$ cat config.mk
export PLATFORM = sky130hd
export DESIGN_NAME = multi_glitch_filter_flat
export DESIGN_NICKNAME = d
export VERILOG_FILES = /design/src/rtl/glitch_filter_pkg.sv /design/src/rtl/multi_glitch_filter_if.sv /design/src/rtl/glitch_filter_chan.sv /design/src/rtl/multi_glitch_filter.sv /design/src/flat_wrapper.sv
export SDC_FILE = /design/constraint.sdc
export NUM_CORES = 1
export LEC_CHECK = 0
export BUFFER_PORTS_ARGS = -buffer_cell sky130_fd_sc_hd__buf_2
export CAP_MARGIN = 20
export CORE_MARGIN = 4
export CORE_UTILIZATION = 53
export CTS_BUF_LIST = sky130_fd_sc_hd__clkbuf_16
export DETAILED_ROUTE_END_ITERATION = 12
export GPL_TIMING_DRIVEN = 0
export PLACE_DENSITY = 0.88
export SLEW_MARGIN = 0
export SYNTH_ARGS = -nofsm -noshare
export SYNTH_HDL_FRONTEND = slang
export SYNTH_SLANG_ARGS = --single-unit
$ cat constraint.sdc
create_clock -name clk -period 1.7 [get_ports clk]
set_clock_uncertainty 0.2 [all_clocks]
set_input_delay 0.17 -clock clk [delete_from_list [all_inputs] [get_ports clk]]
set_output_delay 0.17 -clock clk [all_outputs]
set_load 0.005 [all_outputs]
$ cat src/rtl/glitch_filter_pkg.sv
// rtl/glitch_filter_pkg.sv - shared helpers and channel status type for the glitch filter
package glitch_filter_pkg;

    function automatic int clog2(input int value);
        int r;
        r = 0;
        for (int i = 0; i < 31; i++) begin
            if ((1 << i) < value) begin
                r = i + 1;
            end
        end
        return r;
    endfunction

    // Counter width able to hold 0..maxLen, never narrower than one bit.
    function automatic int cnt_w(input int maxLen);
        int w;
        w = clog2(maxLen + 1);
        return (w < 1) ? 1 : w;
    endfunction

    typedef struct packed {
        logic out;
        logic rise;
        logic fall;
        logic glitch;
    } chan_status_t;

endpackage

$ cat src/rtl/multi_glitch_filter_if.sv
// rtl/multi_glitch_filter_if.sv - control, data and status bundle of the glitch filter
interface multi_glitch_filter_if #(
    parameter int CHANNELS = 8,
    parameter int CNT_W    = 4
);
    logic                en;
    logic [CNT_W-1:0]    filtLen;
    logic                clrGlitch;
    logic [CHANNELS-1:0] inData;
    logic [CHANNELS-1:0] outData;
    logic [CHANNELS-1:0] rise;
    logic [CHANNELS-1:0] fall;
    logic [CHANNELS-1:0] glitch;

    modport master (
        output en,
        output filtLen,
        output clrGlitch,
        output inData,
        input  outData,
        input  rise,
        input  fall,
        input  glitch
    );

    modport slave (
        input  en,
        input  filtLen,
        input  clrGlitch,
        input  inData,
        output outData,
        output rise,
        output fall,
        output glitch
    );
endinterface

$ cat src/rtl/glitch_filter_chan.sv
// rtl/glitch_filter_chan.sv - one filter channel: run counter, filtered level, edge pulses, sticky glitch flag
module glitch_filter_chan
    import glitch_filter_pkg::*;
#(
    parameter int   CNT_W     = 4,
    parameter logic RESET_BIT = 1'b0
) (
    input  logic             clk,
    input  logic             rstN,
    input  logic             en,
    input  logic             clrGlitch,
    input  logic [CNT_W-1:0] filtLen,
    input  logic             s,
    output chan_status_t     status
);

    logic             outLvl;
    logic             risePulse;
    logic             fallPulse;
    logic             glitchFlag;
    logic [CNT_W-1:0] cnt;

    logic differ;
    logic qualify;
    logic reject;

    // Using >= lets a run qualify immediately when filtLen is lowered below the count.
    assign differ  = (s != outLvl);
    assign qualify = en & differ & (cnt >= filtLen);
    assign reject  = en & ~differ & (cnt != '0);

    always_ff @(posedge clk) begin
        if (!rstN) begin
            outLvl     <= RESET_BIT;
            cnt        <= '0;
            risePulse  <= 1'b0;
            fallPulse  <= 1'b0;
            glitchFlag <= 1'b0;
        end else begin
            risePulse <= qualify & s;
            fallPulse <= qualify & ~s;
            if (qualify) begin
                outLvl <= s;
            end
            // cnt only increments while below filtLen, which is clamped, so it cannot wrap.
            if (en) begin
                if (!differ || qualify) begin
                    cnt <= '0;
                end else begin
                    cnt <= cnt + 1'b1;
                end
            end
            if (reject) begin
                glitchFlag <= 1'b1;
            end else if (clrGlitch) begin
                glitchFlag <= 1'b0;
            end
        end
    end

    assign status.out    = outLvl;
    assign status.rise   = risePulse;
    assign status.fall   = fallPulse;
    assign status.glitch = glitchFlag;

endmodule

$ cat src/rtl/multi_glitch_filter.sv
// rtl/multi_glitch_filter.sv - multi-channel glitch filter top; GLITCH_FILTER_SYNC_EN adds a 2-flop input synchroniser
module multi_glitch_filter
    import glitch_filter_pkg::*;
#(
    parameter int                  CHANNELS     = 8,
    parameter int                  MAX_FILT_LEN = 15,
    parameter logic [CHANNELS-1:0] RESET_VAL    = '0
) (
    input logic                  clk,
    input logic                  rstN,
    multi_glitch_filter_if.slave bus
);

    localparam int               CNT_W   = cnt_w(MAX_FILT_LEN);
    localparam logic [CNT_W-1:0] MAX_LEN = CNT_W'(MAX_FILT_LEN);

    logic [CNT_W-1:0]    lenClamped;
    logic [CHANNELS-1:0] sData;
    chan_status_t        chanStatus [CHANNELS];

    assign lenClamped = (bus.filtLen > MAX_LEN) ? MAX_LEN : bus.filtLen;

`ifdef GLITCH_FILTER_SYNC_EN
    logic [CHANNELS-1:0] syncMeta;
    logic [CHANNELS-1:0] syncOut;

    // Free-running so the synchronised view stays current while the filter is paused.
    always_ff @(posedge clk) begin
        if (!rstN) begin
            syncMeta <= RESET_VAL;
            syncOut  <= RESET_VAL;
        end else begin
            syncMeta <= bus.inData;
            syncOut  <= syncMeta;
        end
    end

    assign sData = syncOut;
`else
    assign sData = bus.inData;
`endif

    for (genvar i = 0; i < CHANNELS; i++) begin : g_chan
        glitch_filter_chan #(
            .CNT_W    (CNT_W),
            .RESET_BIT(RESET_VAL[i])
        ) u_chan (
            .clk      (clk),
            .rstN     (rstN),
            .en       (bus.en),
            .clrGlitch(bus.clrGlitch),
            .filtLen  (lenClamped),
            .s        (sData[i]),
            .status   (chanStatus[i])
        );

        assign bus.outData[i] = chanStatus[i].out;
        assign bus.rise[i]    = chanStatus[i].rise;
        assign bus.fall[i]    = chanStatus[i].fall;
        assign bus.glitch[i]  = chanStatus[i].glitch;
    end

endmodule
$ cat src/flat_wrapper.sv
// flat-port wrapper written by rule: the top's interface ports become plain ports
module multi_glitch_filter_flat import glitch_filter_pkg::*;
#(
    parameter int                  CHANNELS     = 8,
    parameter int                  MAX_FILT_LEN = 15,
    parameter logic [CHANNELS-1:0] RESET_VAL    = '0
)
  (clk, rstN, bus_en, bus_filtLen, bus_clrGlitch, bus_inData, bus_outData, bus_rise, bus_fall, bus_glitch);
  multi_glitch_filter_if #(.CHANNELS(CHANNELS)) bus_i ();
  input logic clk;
  input logic rstN;
  input wire logic [$bits(bus_i.en)-1:0] bus_en;
  input wire logic [$bits(bus_i.filtLen)-1:0] bus_filtLen;
  input wire logic [$bits(bus_i.clrGlitch)-1:0] bus_clrGlitch;
  input wire logic [$bits(bus_i.inData)-1:0] bus_inData;
  output wire logic [$bits(bus_i.outData)-1:0] bus_outData;
  output wire logic [$bits(bus_i.rise)-1:0] bus_rise;
  output wire logic [$bits(bus_i.fall)-1:0] bus_fall;
  output wire logic [$bits(bus_i.glitch)-1:0] bus_glitch;
  assign bus_i.en = bus_en;
  assign bus_i.filtLen = bus_filtLen;
  assign bus_i.clrGlitch = bus_clrGlitch;
  assign bus_i.inData = bus_inData;
  assign bus_outData = bus_i.outData;
  assign bus_rise = bus_i.rise;
  assign bus_fall = bus_i.fall;
  assign bus_glitch = bus_i.glitch;
  multi_glitch_filter #(.CHANNELS(CHANNELS), .MAX_FILT_LEN(MAX_FILT_LEN), .RESET_VAL(RESET_VAL)) u_core (.clk(clk), .rstN(rstN), .bus(bus_i));
endmodule
Yosys cells after proc, flatten, opt, wreduce, memory -nomap -nowiden
Cells that the tools add are included.

Bits in latches: 0. Memory bits (read-only): 0. Memory bits (writable): 0. Memories: 0. Flip-flop bits (word level): 64. Output and inout bits: 32.

Bitwise operators: 64. Add/sub/neg operators: 8. Divide/modulo/power cells: 0. Shift-type cells: 0. Order comparisons: 9. Reduce and logical (&&, ||, !) cells: 32. Equal/unequal tests: 8. Multiply operators: 0. Mux-type cells: 18.

Operator list (count): AND 1 bit (48); 2-to-1 mux 4 bit (9); adder 4 x 1 -> 4 bit (second input constant) (8); greater-or-equal comparator 4 bit (8); nonzero test 4 bit (8); inverter 1 bit (16); nonzero test 2 bit (8); 2-to-1 mux 1 bit (9); zero test 1 bit (8); logical OR 1 bit (8); inequality test 1 bit (8); > comparator 4 bit (second input constant) (1).

Logic depth before layout (Yosys ltp)
Depth in word-level cells: 6. Mapped depth: 6. Gate-level depth less buffers: 5.

Hierarchy
From an unflattened synthesis, not the netlist that was laid out.

Cell total of the unflattened synthesis: 424. Area total of the unflattened synthesis: 3983.8 µm².

Modules (own cells, without submodules): glitch_filter_chan (cells an instance 53, area an instance 498.0 µm², times used 8).

Worst setup path after synthesis
OpenSTA, ideal clock, no wires.

Kind: register to register. Start point: register u_core.g_chan[1].u_chan.cnt[0]. End point: register u_core.g_chan[1].u_chan.cnt[3]. Path buffers: 0. Data arrival time: 1.558 ns. Library setup time: 0.086 ns. Stages on the path, launching flop included: 6. Period minus slack after synthesis: 1.844 ns. Setup slack: -0.144 ns. Cell sequence: dfxtp_1 inv_1 ha_1 or3b_4 a211o_1 a211oi_1.

Longest elaborated chain between the ends: 4. Elaborated cells between the ends (all ways): 5.

RTL lines: start, declared (line glitch_filter_chan.sv:21) `logic [CNT_W-1:0] cnt;`; start signal, assigned (line glitch_filter_chan.sv:50) `cnt <= cnt + 1'b1;`; greater-or-equal comparator 4 bit (line glitch_filter_chan.sv:29) `assign qualify = en & differ & (cnt >= filtLen);`; AND 1 bit (line glitch_filter_chan.sv:29); logical OR 1 bit (line glitch_filter_chan.sv:47) `if (!differ || qualify) begin`; 2-to-1 mux 4 bit * (line glitch_filter_chan.sv:47).

Mark *: on every way between the ends. The rest lies on a longest branch, timed or not. A chain may end at the register's enable or synchronous reset.

Final worst setup path
Start point: register u_core.g_chan[3].u_chan.cnt[1]. End point: register u_core.g_chan[3].u_chan.cnt[2].

Longest elaborated chain between the ends: 4. Elaborated cells between the ends (all ways): 5.

RTL lines (line): start, declared (glitch_filter_chan.sv:21); start signal, assigned (glitch_filter_chan.sv:50); greater-or-equal comparator 4 bit (glitch_filter_chan.sv:29); AND 1 bit (glitch_filter_chan.sv:29); logical OR 1 bit (glitch_filter_chan.sv:47); 2-to-1 mux 4 bit * (glitch_filter_chan.sv:47).

Marked as above.

==> impl_metrics.yaml <==
job:
  maxCapViolCount: 0
floorplan:
  coreArea_um2: 6940
  ios: 48
  die_width_um: 93.4
  start_util_pct: 55.7
  die_area_um2: 8730
  rows: 30
  die_h_um: 93.4
outcome:
  violations: "setup timing"
  outcome: "finished with violations"
worst_setup_path:
  cp-start-kind: "register"
  cp_data_required_time_ps: 1740
  worstSetupPathType: "reg -> reg"
  endpoint_kind: "register"
  cp_max_fo: 5
  arrival_ps: 1980
yosys:
  syn_nets: 484
  ys_seq_area_share_pct: 33.1
  yosysUniqueCellTypes: 40
  ys_seq_elements: 64
  syn_area_per_cell_um2: 9.21
  yosys_warnings: 0
  synth-compound-area-share_pct: 19.7
  synthFlopType: "dfxtp_1"
  yosys.area_share.simple_pct: 16.1
  synth_fa_ha_area_share_pct: 15.5
  synth_edf_count: 0
  synthCells: 420
  synth_area_um2: 3870
  synth-async-reset-ratio_pct: 0
  synth_top_family_by_area: "compound AO/OA/AOI/OAI gates"
  synth_xor_area_share_pct: 5.44
  synthMuxAreaShare_pct: 0
clocking:
  cts_tree: "done"
  cts_buffer_depth: 2
  numCtsBuffers: 9
  clk_pin_slew_worst_paths_ps: 60
  cts_sinks: 64
  clock_latency_ps: 340
  htree_levels: 3
  clockRootBuffer: "clkbuf_16"
cells_and_area:
  nNetsFinal: 578
  drive_gt1_share_pct: 43.9
  area_growth_pct: 40.4
  num_antenna_cells: 0
  regArea_um2: 1360
  fillers: 379
  multi_input_area_um2: 2710
timing:
  period_needed_ps: 1950
  hold_viol_final: 0
  fmax_mhz: 513
  fin_setup_tns_ps: -2600
  min_period_over_period_pct: 115
  maxSlewViolCount: 0
  setup_slack_ps: -248
  relSlewSlack_pct: 55.2
  hold_ws_ps: 74.8
  max_slew.worst_pin.slew_ps: 672
  rsz0062_at_grt: "true"
  setup_viol: 31
grt:
  grt_pass1_wl_mm: 17.6
  antenna_found_initial: 0
  grt_overflow_total: 0
  grt_pass1_vias: 3634
  grt_start_max_net_pins: 12
  grt.total_usage_pct: 26.1
pwr:
  p_clk_share_pct: 44.9
  power.internal_mw: 2.94
  peakVddDrop_mv: 0.498
  netSwitchingFraction_pct: 28.3
  p_comb_share_pct: 17.2
  powerDensity_nw_per_um2: 757
  p_leak_nw: 2.27
  power_switching_mw: 1.16
  seqPwrFrac_pct: 38.0
routing:
  antenna_left: 0
  first_pass_iters: 7
  wirelength_mm: 13.9
  wl_per_cell_um: 22.7
  drt_iter0_markers: 371
  num_vias: 3958
  routed_via_density: 6.44
  drcViolationCount: 0
placement:
  port_buffers: 45
  place_hpwl_mm: 6.54
  gp_congestion: 0.825
min_path:
  hp-class: "in -> reg"
==> sequential cells by signal (all words and copies together), names as in the netlist <==
register and flops:
u_core.g_chan.u_chan.glitchFlag 8, u_core.g_chan.u_chan.outLvl 8, u_core.g_chan.u_chan.cnt 32, u_core.g_chan.u_chan.risePulse 8, u_core.g_chan.u_chan.fallPulse 8
==> timing repair <==
action | 4_1_cts | 5_1_grt
endpoints found under the setup margin | 44 | 51
pin swaps | 35 | 46
hold buffers | 8 | 0
setup buffers | 17 | 13
endpoints found under the hold margin | 16 | 0
resized for setup | 64 | 59
==> Yosys cell counts, types with 10 or more instances <==
library cell | number | share of area (%)
nor3_1 | 15 | 1.9
o211ai_1 | 14 | 2.7
a211oi_1 | 16 | 3.1
a21oi_1 | 16 | 2.1
ha_1 | 48 | 16
inv_1 | 22 | 2.1
buf_2 | 10 | 1.3
o21ai_0 | 14 | 1.8
dfxtp_1 | 64 | 33
xor2_1 | 23 | 5.2
nand2_1 | 24 | 2.3
buf_4 | 32 | 6.2
==> path summary, 6_finish.rpt <==
path	startpoint	end	slack [ps]	depth (start not counted)
max	u_core.g_chan[3].u_chan.cnt[1]	u_core.g_chan[3].u_chan.cnt[2]	-250	4
min	bus_clrGlitch	u_core.g_chan[6].u_chan.glitchFlag	70	3
max reg2reg	u_core.g_chan[3].u_chan.cnt[1]	u_core.g_chan[3].u_chan.cnt[2]	-250	4
min reg2reg	u_core.g_chan[6].u_chan.glitchFlag	u_core.g_chan[6].u_chan.glitchFlag	280	2
==> layer usage <==
layer | part of all wire (%) | routed length, µm | vias up | track usage (%)
met5 | 0 | 0 | - | 0
met2 | 47 | 6560 | 311 | 44.3
li1 | - | - | 1704 | -
met3 | 9.2 | 1290 | 99 | 5.63
met4 | 6.4 | 889 | 0 | 15.4
met1 | 37 | 5210 | 1844 | 30.1
==> placed cells by master (no fill, tap or decap), types with 9 or more instances in the layout <==
| cell | synthesis | final |
|---|---|---|
| a211oi_1 | 16 | 11 |
| a21oi_1 | 16 | 9 |
| dfxtp_1 | 64 | 34 |
| ha_1 | 48 | 22 |
| xor2_1 | 23 | 23 |
| buf_4 | 32 | 60 |
| nand2_1 | 24 | 24 |
| o211ai_1 | 14 | 14 |
| clkbuf_16 | 0 | 9 |
| inv_1 | 22 | 14 |
| dfxtp_2 | 0 | 15 |
| dfxtp_4 | 0 | 15 |
| buf_2 | 10 | 55 |
| nor3_1 | 15 | 10 |
| ha_4 | 0 | 25 |
==> worst max-delay path: stages (launching register included) <==
cell and delay (ps):
dfxtp_2 350, ha_4 200, o211ai_1 500, o211ai_1 310
a211oi_2 290
==> cells by family after synthesis <==
kind of cell | after synthesis
adder cells (fa/ha/maj) | 48
XOR/XNOR | 24
buffers and inverters | 68
AND/OR/NAND/NOR | 113
flip-flops | 64
AO/OA/AOI/OAI | 103
==> power groups by stage <==
stage,Clock (mW),Sequential (mW),Combinational [mW]
CTS,1.79,1.56,0.569
detailed placement,0,1.61,0.442
finish,1.84,1.56,0.705
global route,1.89,1.56,0.743
floorplan,0,1.60,0.301
global placement,0,1.61,0.421
==> metrics by stage <==
step	instances	power (mW)	setup WS [ps]	area (µm²)	utilization, %
3_3_place_gp	561	2.03	-269	4260	61.4
6_report	615	4.11	-248	5430	78.2
4_1_cts	602	3.93	-62.8	5040	72.6
2_1_floorplan	420	1.90	-53.4	3920	-
5_1_grt	615	4.20	-287	5430	78.2
3_5_place_dp	561	2.05	-295	4260	61.4
==> area by class of cell <==
| type | count | share of cell area [%] |
|---|---|---|
| Tap cell | 96 | 2.21 |
| Sequential cell | 64 | 25.0 |
| Inverter | 22 | 1.80 |
| Timing Repair Buffer | 83 | 10.2 |
| Clock buffer | 9 | 4.15 |
| Clock inverter | 7 | 1.15 |
| Buffer | 46 | 5.62 |
| Multi-Input combinational cell | 288 | 49.8 |
Note: power is estimated with default switching activity, not from simulation.
